--- config.mk ---
export PLATFORM = sky130hd
export DESIGN_NAME = lmmi_initiator
export DESIGN_NICKNAME = d
export VERILOG_FILES = /design/src/rtl/lmmi_initiator.sv
export SDC_FILE = /design/constraint.sdc
export NUM_CORES = 1
export LEC_CHECK = 0
export CORE_ASPECT_RATIO = 0.9
export CORE_MARGIN = 1
export CORE_UTILIZATION = 46
export CTS_BUF_LIST = sky130_fd_sc_hd__clkbuf_8
export DETAILED_ROUTE_END_ITERATION = 8
export PLACE_DENSITY = 0.91
export SYNTH_ARGS = -nofsm -noshare
export SYNTH_HDL_FRONTEND = slang
export SYNTH_SLANG_ARGS = --single-unit
--- constraint.sdc ---
create_clock -name lmmi_clk_i -period 4.49 [get_ports lmmi_clk_i]
set_input_delay 1.347 -clock lmmi_clk_i [delete_from_list [all_inputs] [get_ports lmmi_clk_i]]
set_output_delay 1.347 -clock lmmi_clk_i [all_outputs]
set_load 0.02 [all_outputs]
--- src/rtl/lmmi_initiator.sv ---
// Single-outstanding LMMI master: one valid/ready command in, one LMMI transaction out, one response back.
// Optional timeout counter and error response are built only when LMMI_INIT_TIMEOUT_EN is defined.
module lmmi_initiator #(
    parameter int unsigned OFFSET_W    = 18,
    parameter int unsigned DATA_W      = 32,
    parameter int unsigned TIMEOUT_CYC = 255
) (
    input  logic                lmmi_clk_i,
    input  logic                reset_n_i,
    input  logic                cmd_valid_i,
    output logic                cmd_ready_o,
    input  logic                cmd_wr_rdn_i,
    input  logic [OFFSET_W-1:0] cmd_offset_i,
    input  logic [DATA_W-1:0]   cmd_wdata_i,
    output logic                rsp_valid_o,
    output logic [DATA_W-1:0]   rsp_rdata_o,
    output logic                rsp_err_o,
    output logic                lmmi_request_o,
    output logic                lmmi_wr_rdn_o,
    output logic [OFFSET_W-1:0] lmmi_offset_o,
    output logic [DATA_W-1:0]   lmmi_wdata_o,
    input  logic [DATA_W-1:0]   lmmi_rdata_i,
    input  logic                lmmi_rdata_valid_i,
    input  logic                lmmi_ready_i
);

    typedef enum logic [1:0] {IDLE, REQ, WAIT_RD, RESP} state_t;

    state_t                state_q, state_d;
    logic                  req_q, req_d;
    logic                  wr_rdn_q, wr_rdn_d;
    logic [OFFSET_W-1:0]   offset_q, offset_d;
    logic [DATA_W-1:0]     wdata_q, wdata_d;
    logic                  rsp_valid_q, rsp_valid_d;
    logic [DATA_W-1:0]     rsp_rdata_q, rsp_rdata_d;
    logic                  rsp_err_q, rsp_err_d;
    logic                  to_hit;

`ifdef LMMI_INIT_TIMEOUT_EN
    logic [15:0] cnt_q, cnt_d;

    // cnt_q counts cycles already spent in the state, so the last allowed cycle is TIMEOUT_CYC-1.
    assign to_hit = (cnt_q == 16'(TIMEOUT_CYC - 1));

    always_comb begin
        cnt_d = '0;
        if ((state_q == REQ || state_q == WAIT_RD) && state_d == state_q)
            cnt_d = cnt_q + 16'd1;
    end

    always_ff @(posedge lmmi_clk_i or negedge reset_n_i) begin
        if (!reset_n_i) cnt_q <= '0;
        else            cnt_q <= cnt_d;
    end
`else
    assign to_hit = 1'b0;
`endif

    always_comb begin
        state_d     = state_q;
        req_d       = req_q;
        wr_rdn_d    = wr_rdn_q;
        offset_d    = offset_q;
        wdata_d     = wdata_q;
        rsp_valid_d = 1'b0;
        rsp_rdata_d = rsp_rdata_q;
        rsp_err_d   = rsp_err_q;
        case (state_q)
            IDLE: begin
                if (cmd_valid_i) begin
                    wr_rdn_d = cmd_wr_rdn_i;
                    offset_d = cmd_offset_i;
                    wdata_d  = cmd_wdata_i;
                    req_d    = 1'b1;
                    state_d  = REQ;
                end
            end
            REQ: begin
                // A real completion in the timeout cycle takes priority over the error.
                if (lmmi_ready_i) begin
                    req_d = 1'b0;
                    if (wr_rdn_q) begin
                        state_d     = RESP;
                        rsp_valid_d = 1'b1;
                        rsp_rdata_d = '0;
                        rsp_err_d   = 1'b0;
                    end else if (lmmi_rdata_valid_i) begin
                        state_d     = RESP;
                        rsp_valid_d = 1'b1;
                        rsp_rdata_d = lmmi_rdata_i;
                        rsp_err_d   = 1'b0;
                    end else begin
                        state_d = WAIT_RD;
                    end
                end else if (to_hit) begin
                    req_d       = 1'b0;
                    state_d     = RESP;
                    rsp_valid_d = 1'b1;
                    rsp_rdata_d = '0;
                    rsp_err_d   = 1'b1;
                end
            end
            WAIT_RD: begin
                if (lmmi_rdata_valid_i) begin
                    state_d     = RESP;
                    rsp_valid_d = 1'b1;
                    rsp_rdata_d = lmmi_rdata_i;
                    rsp_err_d   = 1'b0;
                end else if (to_hit) begin
                    state_d     = RESP;
                    rsp_valid_d = 1'b1;
                    rsp_rdata_d = '0;
                    rsp_err_d   = 1'b1;
                end
            end
            RESP: begin
                state_d = IDLE;
            end
            default: begin
                state_d = IDLE;
                req_d   = 1'b0;
            end
        endcase
    end

    always_ff @(posedge lmmi_clk_i or negedge reset_n_i) begin
        if (!reset_n_i) begin
            state_q     <= IDLE;
            req_q       <= 1'b0;
            wr_rdn_q    <= 1'b0;
            offset_q    <= '0;
            wdata_q     <= '0;
            rsp_valid_q <= 1'b0;
            rsp_rdata_q <= '0;
            rsp_err_q   <= 1'b0;
        end else begin
            state_q     <= state_d;
            req_q       <= req_d;
            wr_rdn_q    <= wr_rdn_d;
            offset_q    <= offset_d;
            wdata_q     <= wdata_d;
            rsp_valid_q <= rsp_valid_d;
            rsp_rdata_q <= rsp_rdata_d;
            rsp_err_q   <= rsp_err_d;
        end
    end

    assign cmd_ready_o    = (state_q == IDLE);
    assign lmmi_request_o = req_q;
    assign lmmi_wr_rdn_o  = wr_rdn_q;
    assign lmmi_offset_o  = offset_q;
    assign lmmi_wdata_o   = wdata_q;
    assign rsp_valid_o    = rsp_valid_q;
    assign rsp_rdata_o    = rsp_rdata_q;
    assign rsp_err_o      = rsp_err_q;

endmodule

==> results of run 1 <==
worst max path at each step:
stage,slack (ps),start,endpoint,cells past startpoint
2_1_floorplan,2300,lmmi_ready_i,rsp_rdata_o[20],5
3_3_place_gp,1240,cmd_valid_i,lmmi_request_o,4
3_5_place_dp,1160,cmd_valid_i,lmmi_request_o,4
4_1_cts,1300,state_q[0],cmd_ready_o,3
5_1_grt,1270,state_q[0],cmd_ready_o,3
6_report,1300,state_q[0],cmd_ready_o,3
cells by family after synthesis:
family / after synthesis / share of synthesized area, %
muxes: 53 / 15.9
DFF: 88 / 58.7
adders and majority gates: 4 / 1.34
AOI/OAI and AO/OA: 39 / 14.1
buffers and inverters: 18 / 4.41
and+or+nand+nor: 46 / 5.57
cells in the mapped netlist:
| master | number | area (µm²) |
|---|---|---|
| a32oi_1 | 1 | 8.76 |
| inv_1 | 3 | 11.3 |
| dlymetal6s2s_1 | 3 | 37.5 |
| dfrtp_1 | 88 | 2200 |
| and2_1 | 1 | 6.26 |
| nor4_1 | 1 | 6.26 |
| clkbuf_4 | 2 | 15.0 |
| nor3_2 | 1 | 10.0 |
| nand2b_1 | 2 | 12.5 |
| o211ai_1 | 1 | 7.51 |
| ha_1 | 4 | 50.1 |
| and3_1 | 1 | 6.26 |
| nor2_1 | 1 | 3.75 |
| and2b_4 | 1 | 10.0 |
| mux2_2 | 51 | 574 |
| a32o_1 | 1 | 10.0 |
| nor3_1 | 1 | 5.00 |
| a21o_2 | 1 | 8.76 |
| o21a_1 | 1 | 7.51 |
| mux2_1 | 1 | 11.3 |
| buf_6 | 1 | 11.3 |
| a2bb2oi_2 | 30 | 450 |
| buf_12 | 3 | 60.1 |
| nor2b_1 | 4 | 25.0 |
| a2bb2oi_1 | 2 | 17.5 |
| nand2_1 | 33 | 124 |
| mux2i_1 | 1 | 10.0 |
| buf_2 | 6 | 30.0 |
| o211a_1 | 1 | 10.0 |
| o22ai_1 | 1 | 6.26 |
sequential cells by signal, indices dropped and copies added (netlist names):
signal          flops
lmmi_wr_rdn_o       1
state_q             2
lmmi_wdata_o       32
rsp_valid_o         1
lmmi_offset_o      18
lmmi_request_o      1
rsp_rdata_o        32
rsp_err_o           1
final cells by class:
| cell class | instances | share of cell area, % |
|---|---|---|
| clock buffers | 10 | 2.44 |
| clock inverters | 4 | 0.421 |
| inverters | 3 | 0.199 |
| multi-input cells | 142 | 24.5 |
| flip-flops and latches | 88 | 39.0 |
| well taps | 96 | 2.13 |
| repair buffers | 176 | 31.3 |
power by group:
part	switching (µW)	total [µW]	internal, µW
Sequential	239	1440	1210
Clock	254	461	207
Combinational	1230	2630	1400
Total	1720	4530	2810
layer usage:
metal	vias up	track usage (%)	share of wire (%)
li1	1214	-	-
met1	1291	22.6	40
met2	120	34.3	50
met3	9	7.34	9.3
met4	0	5.97	1.1
met5	-	0	0
cells in the final DEF, fill, tap and decap left out, drive strengths merged, types with 2 or more instances in the layout:
cell,netlist,layout
a2bb2oi,32,32
buf,10,3
clkbuf,2,10
clkdlybuf4s50,0,173
clkinvlp,0,2
dfrtp,88,88
ha,4,4
inv,3,4
mux2,52,52
nand2,33,33
nand2b,2,2
nor2b,4,4
nor3,2,2
per-stage QoR:
stage	instance area, µm²	hold WS, ps	std cells
after floorplan	3750	508	248
after global placement	5490	472	505
after detailed placement	5490	493	505
after CTS	5650	511	519
after global routing	5650	529	519
final	5650	498	519
==> flow_metrics.env, run 1 <==
export IMPL_io_pins=175
export IMPL_cts_resized=0
export IMPL_core_area_um2=7730
export IMPL_die_w_um=97.2
export IMPL_rows=30
export IMPL_r2r_start="state_q[0]"
export IMPL_antenna_cells=0
export IMPL_postCtsSetupBuffers=0
export IMPL_required_ps=3140
export IMPL_yosys_register_bits=88
export IMPL_grt_pass1_vias=2794
export IMPL_synth_avg_cell_area_um2=15.1
export IMPL_grt_use_total_pct=19.5
export IMPL_crit_buf_inv=2
export IMPL_wl_um=8160
export IMPL_via_count=2634
export IMPL_leakage_uw=0.00238
export IMPL_drive_gt1_share_pct=24.1
export IMPL_fillers=533
export IMPL_fp_dieH_um=87.6
export IMPL_cts_tree="built"
export IMPL_dp_slack_ps=1160
export IMPL_hold_buffers=0
export IMPL_status="finished, final reports clean"
export IMPL_synth_nets=340
export IMPL_yosys_warnings=0
export IMPL_initial_core_util_pct=48.5
export IMPL_r2r_slack_ps=2150
export IMPL_viasPerCell=5.08
export IMPL_slew_viol_final=0
export IMPL_avgRoutedWirePerCell_um=15.7
export IMPL_p_total_uw=4530
export IMPL_finalWorstSetupSlack_ps=1300
export IMPL_tightest_slew_ps=1190
export IMPL_relSlewSlack_pct=20.3
export IMPL_ir_drop_mv=0.389
export IMPL_cpMaxStageDelayCell="clkdlybuf4s50_1"
export IMPL_fin_crit_sh_pct=70.9
export IMPL_place_port_buffers=174
export IMPL_path_delay_family="buffers and inverters"
export IMPL_max_freq_mhz=314
export IMPL_critPathKind="reg2out"
export IMPL_cp_slowest_stage_delay_ps=660
export IMPL_powerDensity_nw_per_um2=803
export IMPL_worstHoldEndpoint="rsp_err_o"
export IMPL_grt_max_degree=66
export IMPL_cts_htree_levels=3
export IMPL_reg2reg_depth=5
export IMPL_crit_path_start_kind="flip-flop"
export IMPL_syn_inst=248
export IMPL_path_cells="inv_1 -> ha_1 -> clkdlybuf4s50_1"
export IMPL_clkLatencyLatePin_ps=340
export IMPL_antenna_found_initial=0
export IMPL_min_period_ps=3190
export IMPL_clock_sinks=88
export IMPL_setup_viol=0
export IMPL_drtAntennaViolNets=0
export IMPL_grt_pass1_wl_um=13200
export IMPL_arrival_ps=1840
export IMPL_end_kind="output pin"
export IMPL_fin_nets=512
export IMPL_ys_types=30
export IMPL_syn_area_um2=3750
export IMPL_syn_to_final_growth_pct=50.6
export IMPL_ys_seq_area_share_pct=58.7
export IMPL_hp_start="rsp_err_o"
export IMPL_timing_final_hold_violations=0
export IMPL_initialDrtViolationCount=85
export IMPL_cts_root_buffer="clkbuf_8"
export IMPL_setup_tns_ps=0
export IMPL_fin_skew_ps=9.38
export IMPL_hp_class="reg2reg"
export IMPL_drc=0
export IMPL_ctsLongestPathBuffers=2
export IMPL_hold_depth=1
export IMPL_rsz0062_at_grt="no"
export IMPL_maxCapViolations=0
export IMPL_cts_buffers=9
export IMPL_clk_pin_slew_ps=80
export IMPL_grt_overflow=0
export IMPL_r2r_end="lmmi_request_o"
export IMPL_multi_input_area_um2=1390
export IMPL_seq_area_um2=2200
export IMPL_fin_util_pct=73.0
export IMPL_gp_congestion=0.779
export IMPL_dr_pass1_iters=4
export IMPL_die_area_um2=8510
export IMPL_dp_hpwl_um=5960
export IMPL_critPathMaxFanout=5
Note: power is estimated with default switching activity, not from simulation.
==> run 2: changes to the inputs <==
--- a/config.mk
+++ b/config.mk
@@ -7,10 +7,10 @@
 export LEC_CHECK = 0
 export CORE_ASPECT_RATIO = 0.9
 export CORE_MARGIN = 1
-export CORE_UTILIZATION = 46
+export CORE_UTILIZATION = 43
 export CTS_BUF_LIST = sky130_fd_sc_hd__clkbuf_8
 export DETAILED_ROUTE_END_ITERATION = 8
-export PLACE_DENSITY = 0.91
+export PLACE_DENSITY = 0.86
 export SYNTH_ARGS = -nofsm -noshare
 export SYNTH_HDL_FRONTEND = slang
 export SYNTH_SLANG_ARGS = --single-unit
==> constraint.sdc (replaced) <==
create_clock -name lmmi_clk_i -period 3 [get_ports lmmi_clk_i]
set_input_delay 0.9 -clock lmmi_clk_i [delete_from_list [all_inputs] [get_ports lmmi_clk_i]]
set_output_delay 0.9 -clock lmmi_clk_i [all_outputs]
set_load 0.02 [all_outputs]
==> run 2 against run 1 <==
  * First-iteration DRC count shrank 21%
  * Final cell count grew 4.6%
  * Critical path type unchanged
  * Clock skew shrank 0.64 ps
==> flow_metrics.env, run 2 (synthesis gave the netlist of run 1 again) <==
export IMPL_status="finished, final reports clean"
export IMPL_fin_crit_sh_pct=89.3
export IMPL_antenna_found_initial=0
export IMPL_relSlewSlack_pct=18.6
export IMPL_clock_sinks=88
export IMPL_cpMaxStageDelayCell="clkdlybuf4s50_1"
export IMPL_via_count=2648
export IMPL_cts_tree="built"
export IMPL_die_area_um2=9100
export IMPL_clk_pin_slew_ps=80
export IMPL_grt_pass1_wl_um=13700
export IMPL_cts_resized=0
export IMPL_grt_max_degree=49
export IMPL_final_cell_mix="clkdlybuf4s50_1 (173), dfrtp_1 (88), mux2_2 (51)"
export IMPL_ctsLongestPathBuffers=2
export IMPL_fp_dieH_um=90.6
export IMPL_wl_um=8510
export IMPL_setup_viol=0
export IMPL_core_area_um2=8260
export IMPL_timing_final_hold_violations=0
export IMPL_syn_to_final_growth_pct=53.8
export IMPL_required_ps=2100
export IMPL_drive_gt1_share_pct=25.0
export IMPL_timing_hold_ws_ps=400
export IMPL_powerDensity_nw_per_um2=1200
export IMPL_io_pins=175
export IMPL_dp_hpwl_um=6400
export IMPL_avgRoutedWirePerCell_um=15.7
export IMPL_max_freq_mhz=373
export IMPL_hp_class="in2async"
export IMPL_rows=31
export IMPL_path_delay_family="buffers and inverters"
export IMPL_cts_root_buffer="clkbuf_8"
export IMPL_leakage_uw=0.00242
export IMPL_cp_slowest_stage_delay_ps=660
export IMPL_grt_use_total_pct=19.4
export IMPL_min_period_ps=2680
export IMPL_arrival_ps=1780
export IMPL_p_total_uw=6920
export IMPL_ir_drop_mv=0.525
export IMPL_tightest_slew_ps=1220
export IMPL_drtAntennaViolNets=0
export IMPL_critPathMaxFanout=5
export IMPL_end_kind="output pin"
export IMPL_postCtsSetupBuffers=0
export IMPL_crit_path_start_kind="flip-flop"
export IMPL_fin_skew_ps=8.75
export IMPL_crit_buf_inv=2
export IMPL_cts_buffers=9
export IMPL_final_area_um2=5760
export IMPL_initial_core_util_pct=45.4
export IMPL_grt_overflow=0
export IMPL_place_port_buffers=174
export IMPL_antenna_cells=0
export IMPL_rsz0062_at_grt="no"
export IMPL_placed_cell_area_um2=5560
export IMPL_path_cells="inv_1 -> ha_1 -> clkdlybuf4s50_1"
export IMPL_die_w_um=100
export IMPL_grt_pass1_vias=2879
export IMPL_slew_viol_final=0
export IMPL_cts_htree_levels=3
export IMPL_maxCapViolations=0
export IMPL_drc=0
export IMPL_critPathKind="reg2out"
export IMPL_initialDrtViolationCount=67
export IMPL_final_common_cell="clkdlybuf4s50_1"
export IMPL_fin_nets=515
export IMPL_viasPerCell=4.88
export IMPL_dr_pass1_iters=3
export IMPL_clkLatencyLatePin_ps=350
export IMPL_hold_buffers=0
export IMPL_setup_tns_ps=0
export IMPL_gp_congestion=0.745
==> run 2: layer usage <==
metal / GRT usage [%] / up-vias / wire [µm]
li1: - / 1230 / -
met1: 22.2 / 1299 / 3410
met2: 33.7 / 105 / 4290
met3: 6.81 / 14 / 683
met4: 6.04 / 0 / 127
met5: 0 / - / 0
==> run 2: final cells by class <==
type / count / area [µm²]
inverter: 3 / 11.3
fill: 620 / 2500
clock buffer: 11 / 151
clock inverter: 5 / 56.3
multi-input combinational: 142 / 1390
timing repair buffer: 179 / 1810
tap: 115 / 144
sequential: 88 / 2200
==> run 2: path summary, 6_finish.rpt <==
kind / startpoint / endpoint / slack [ps] / depth (start not counted)
setup reg to reg: state_q[0] / rsp_rdata_o[12] / 830 / 5
max in group asynchronous: reset_n_i / lmmi_wr_rdn_o / 1980 / 2
setup / recovery: state_q[0] / cmd_ready_o / 320 / 3
hold / removal: reset_n_i / rsp_rdata_o[0] / 400 / 1
hold reg to reg: lmmi_wdata_o[22] / lmmi_wdata_o[22] / 510 / 1
min in group lmmi_clk_i: lmmi_wdata_o[22] / lmmi_wdata_o[22] / 510 / 1
==> run 2: metrics by stage <==
stage | instances | setup slack [ps] | utilization (%)
2_1_floorplan | 248 | 1260 | -
3_3_place_gp | 527 | 541 | 67.3
3_5_place_dp | 527 | 478 | 67.3
4_1_cts | 543 | 287 | 69.8
5_1_grt | 543 | 219 | 69.8
6_report | 543 | 320 | 69.8
==> run 2: where the power goes <==
| group | switching (µW) | internal [µW] | total, µW |
|---|---|---|---|
| sequential | 362 | 1810 | 2170 |
| clock | 403 | 427 | 830 |
| combinational | 1830 | 2090 | 3920 |
==> run 3: changes to the inputs <==
--- a/config.mk
+++ b/config.mk
@@ -7,10 +7,10 @@
 export LEC_CHECK = 0
 export CORE_ASPECT_RATIO = 0.9
 export CORE_MARGIN = 1
-export CORE_UTILIZATION = 43
+export CORE_UTILIZATION = 46
 export CTS_BUF_LIST = sky130_fd_sc_hd__clkbuf_8
 export DETAILED_ROUTE_END_ITERATION = 8
-export PLACE_DENSITY = 0.86
+export PLACE_DENSITY = 0.91
 export SYNTH_ARGS = -nofsm -noshare
 export SYNTH_HDL_FRONTEND = slang
 export SYNTH_SLANG_ARGS = --single-unit
==> constraint.sdc (replaced) <==
create_clock -name lmmi_clk_i -period 3.3 [get_ports lmmi_clk_i]
set_input_delay 0.99 -clock lmmi_clk_i [delete_from_list [all_inputs] [get_ports lmmi_clk_i]]
set_output_delay 0.99 -clock lmmi_clk_i [all_outputs]
set_load 0.02 [all_outputs]
==> run 3 against run 2 <==
  * Register-to-register slack better by 310 ps
  * Routed wire length up 2.1%
  * First-iteration DRC count up 76%
  * Hold slack better by 92 ps
  * Critical path depth unchanged
  * Via count up 1.2%
  * Largest cell class unchanged
  * Count of clock-buffer cells in the layout down 1
  * Largest power group unchanged
  * Final cell count down 3.3%
  * Die area down 6.4%
  * Clock power down 0.7%
  * Total power down 7.6%
  * Setup slack better by 170 ps
==> flow_metrics.env, run 3 (synthesis gave the netlist of run 1 again) <==
export IMPL_final_cell_mix="clkdlybuf4s50_1 (173), dfrtp_1 (88), mux2_2 (51)"
export IMPL_initial_core_util_pct=48.5
export IMPL_switching_power_uw=2390
export IMPL_antenna_cells=0
export IMPL_final_cells=525
export IMPL_setup_viol=0
export IMPL_required_ps=2310
export IMPL_combinationalPowerShare_pct=56.2
export IMPL_slew_viol_final=0
export IMPL_dp_cells=509
export IMPL_drtAntennaViolNets=0
export IMPL_leakage_uw=0.00244
export IMPL_final_common_cell="clkdlybuf4s50_1"
export IMPL_gp_congestion=0.759
export IMPL_hp_class="reg2reg"
export IMPL_final_area_um2=5760
export IMPL_maxCapViolations=0
export IMPL_fp_dieH_um=87.6
export IMPL_arrival_ps=1820
export IMPL_end_kind="output pin"
export IMPL_postCtsSetupBuffers=0
export IMPL_hold_buffers=0
export IMPL_r2r_slack_ps=1140
export IMPL_fin_skew_ps=4.31
export IMPL_die_area_um2=8510
export IMPL_p_int_uw=4000
export IMPL_grt_max_degree=57
export IMPL_io_pins=175
export IMPL_max_freq_mhz=356
export IMPL_relSlewSlack_pct=18.3
export IMPL_cts_htree_levels=3
export IMPL_antenna_found_initial=0
export IMPL_finalWorstSetupSlack_ps=489
export IMPL_crit_buf_inv=2
export IMPL_cts_buffers=9
export IMPL_cts_root_buffer="clkbuf_8"
export IMPL_viasPerCell=5.10
export IMPL_timing_hold_ws_ps=492
export IMPL_grt_overflow=0
export IMPL_dp_slack_ps=569
export IMPL_via_count=2679
export IMPL_powerDensity_nw_per_um2=1110
export IMPL_rsz0062_at_grt="no"
export IMPL_critPathKind="reg2out"
export IMPL_cts_tree="built"
export IMPL_dp_hpwl_um=6520
export IMPL_clock_sinks=88
export IMPL_cpMaxStageDelayCell="clkdlybuf4s50_1"
export IMPL_setup_tns_ps=0
export IMPL_cp_slowest_stage_delay_ps=660
export IMPL_crit_path_start_kind="flip-flop"
export IMPL_tightest_slew_ps=1230
export IMPL_wl_um=8690
export IMPL_switching_share_pct=37.5
export IMPL_critPathMaxFanout=5
export IMPL_core_area_um2=7730
export IMPL_pwr_share_clk_pct=12.9
export IMPL_drive_gt1_share_pct=25.4
export IMPL_dr_pass1_iters=4
export IMPL_rows=30
export IMPL_pwr_share_seq_pct=30.9
export IMPL_path_cells="inv_1 -> ha_1 -> clkdlybuf4s50_1"
export IMPL_timing_final_hold_violations=0
export IMPL_clk_pin_slew_ps=80
export IMPL_grt_pass1_vias=2871
export IMPL_avgRoutedWirePerCell_um=16.5
export IMPL_syn_to_final_growth_pct=53.5
export IMPL_grt_use_total_pct=21.1
export IMPL_initialDrtViolationCount=118
export IMPL_fin_nets=516
export IMPL_status="finished, final reports clean"
export IMPL_path_delay_family="buffers and inverters"
export IMPL_die_w_um=97.2
export IMPL_min_period_ps=2810
export IMPL_place_port_buffers=174
export IMPL_placed_cell_area_um2=5530
export IMPL_ir_drop_mv=0.497
export IMPL_clkLatencyLatePin_ps=340
export IMPL_cts_resized=0
export IMPL_ctsLongestPathBuffers=2
export IMPL_drc=0
export IMPL_grt_pass1_wl_um=14300
export IMPL_fin_crit_sh_pct=85.2
[run 3: changes by cell type in the layout (fill, tap and decap cells not counted)]
cell,change
clkbuf_8,-1
buf_12,-1
inv_6,+2
buf_4,+2
inv_1,-1
clkinvlp_4,-2
clkinv_2,+1
bufinv_16,+1
[run 3: power by group through the flow]
stage                     registers, µW  clock network, µW  logic [µW]
final                              1970                824        3590
after floorplan                    2620                  0        1560
after detailed placement           2000                  0        3620
after global placement             1950                  0        3530
after global routing               2040                903        3780
after CTS                          1980                853        3630
[run 3: layout make-up]
| class | instances | area [µm²] |
|---|---|---|
| tap | 96 | 120 |
| clock inverter | 6 | 90.1 |
| multi-input combinational | 142 | 1390 |
| fill | 502 | 1980 |
| clock buffer | 10 | 138 |
| timing repair buffer | 180 | 1810 |
| sequential | 88 | 2200 |
| inverter | 3 | 11.3 |
[run 3: per-stage QoR]
step                      utilization (%)  power (µW)
after global placement               71.5        5480
after detailed placement             71.5        5620
after CTS                            74.4        6460
after floorplan                         -        4180
after global routing                 74.4        6730
final                                74.4        6390
[run 3: final timing paths]
check | start | endpoint | cells past startpoint
setup reg to reg | state_q[0] | rsp_rdata_o[24] | 5
min in group asynchronous | reset_n_i | rsp_rdata_o[12] | 1
hold reg to reg | rsp_err_o | rsp_err_o | 1
max in group asynchronous | reset_n_i | rsp_rdata_o[14] | 2
setup / recovery | state_q[0] | cmd_ready_o | 3
hold / removal | rsp_err_o | rsp_err_o | 1
[run 3: metal layers]
layer  routed length [µm]  track usage, %
met1                 3430            24.9
met2                 4370            36.2
met3                  731            8.38
met4                  157            5.83
met5                    0               0
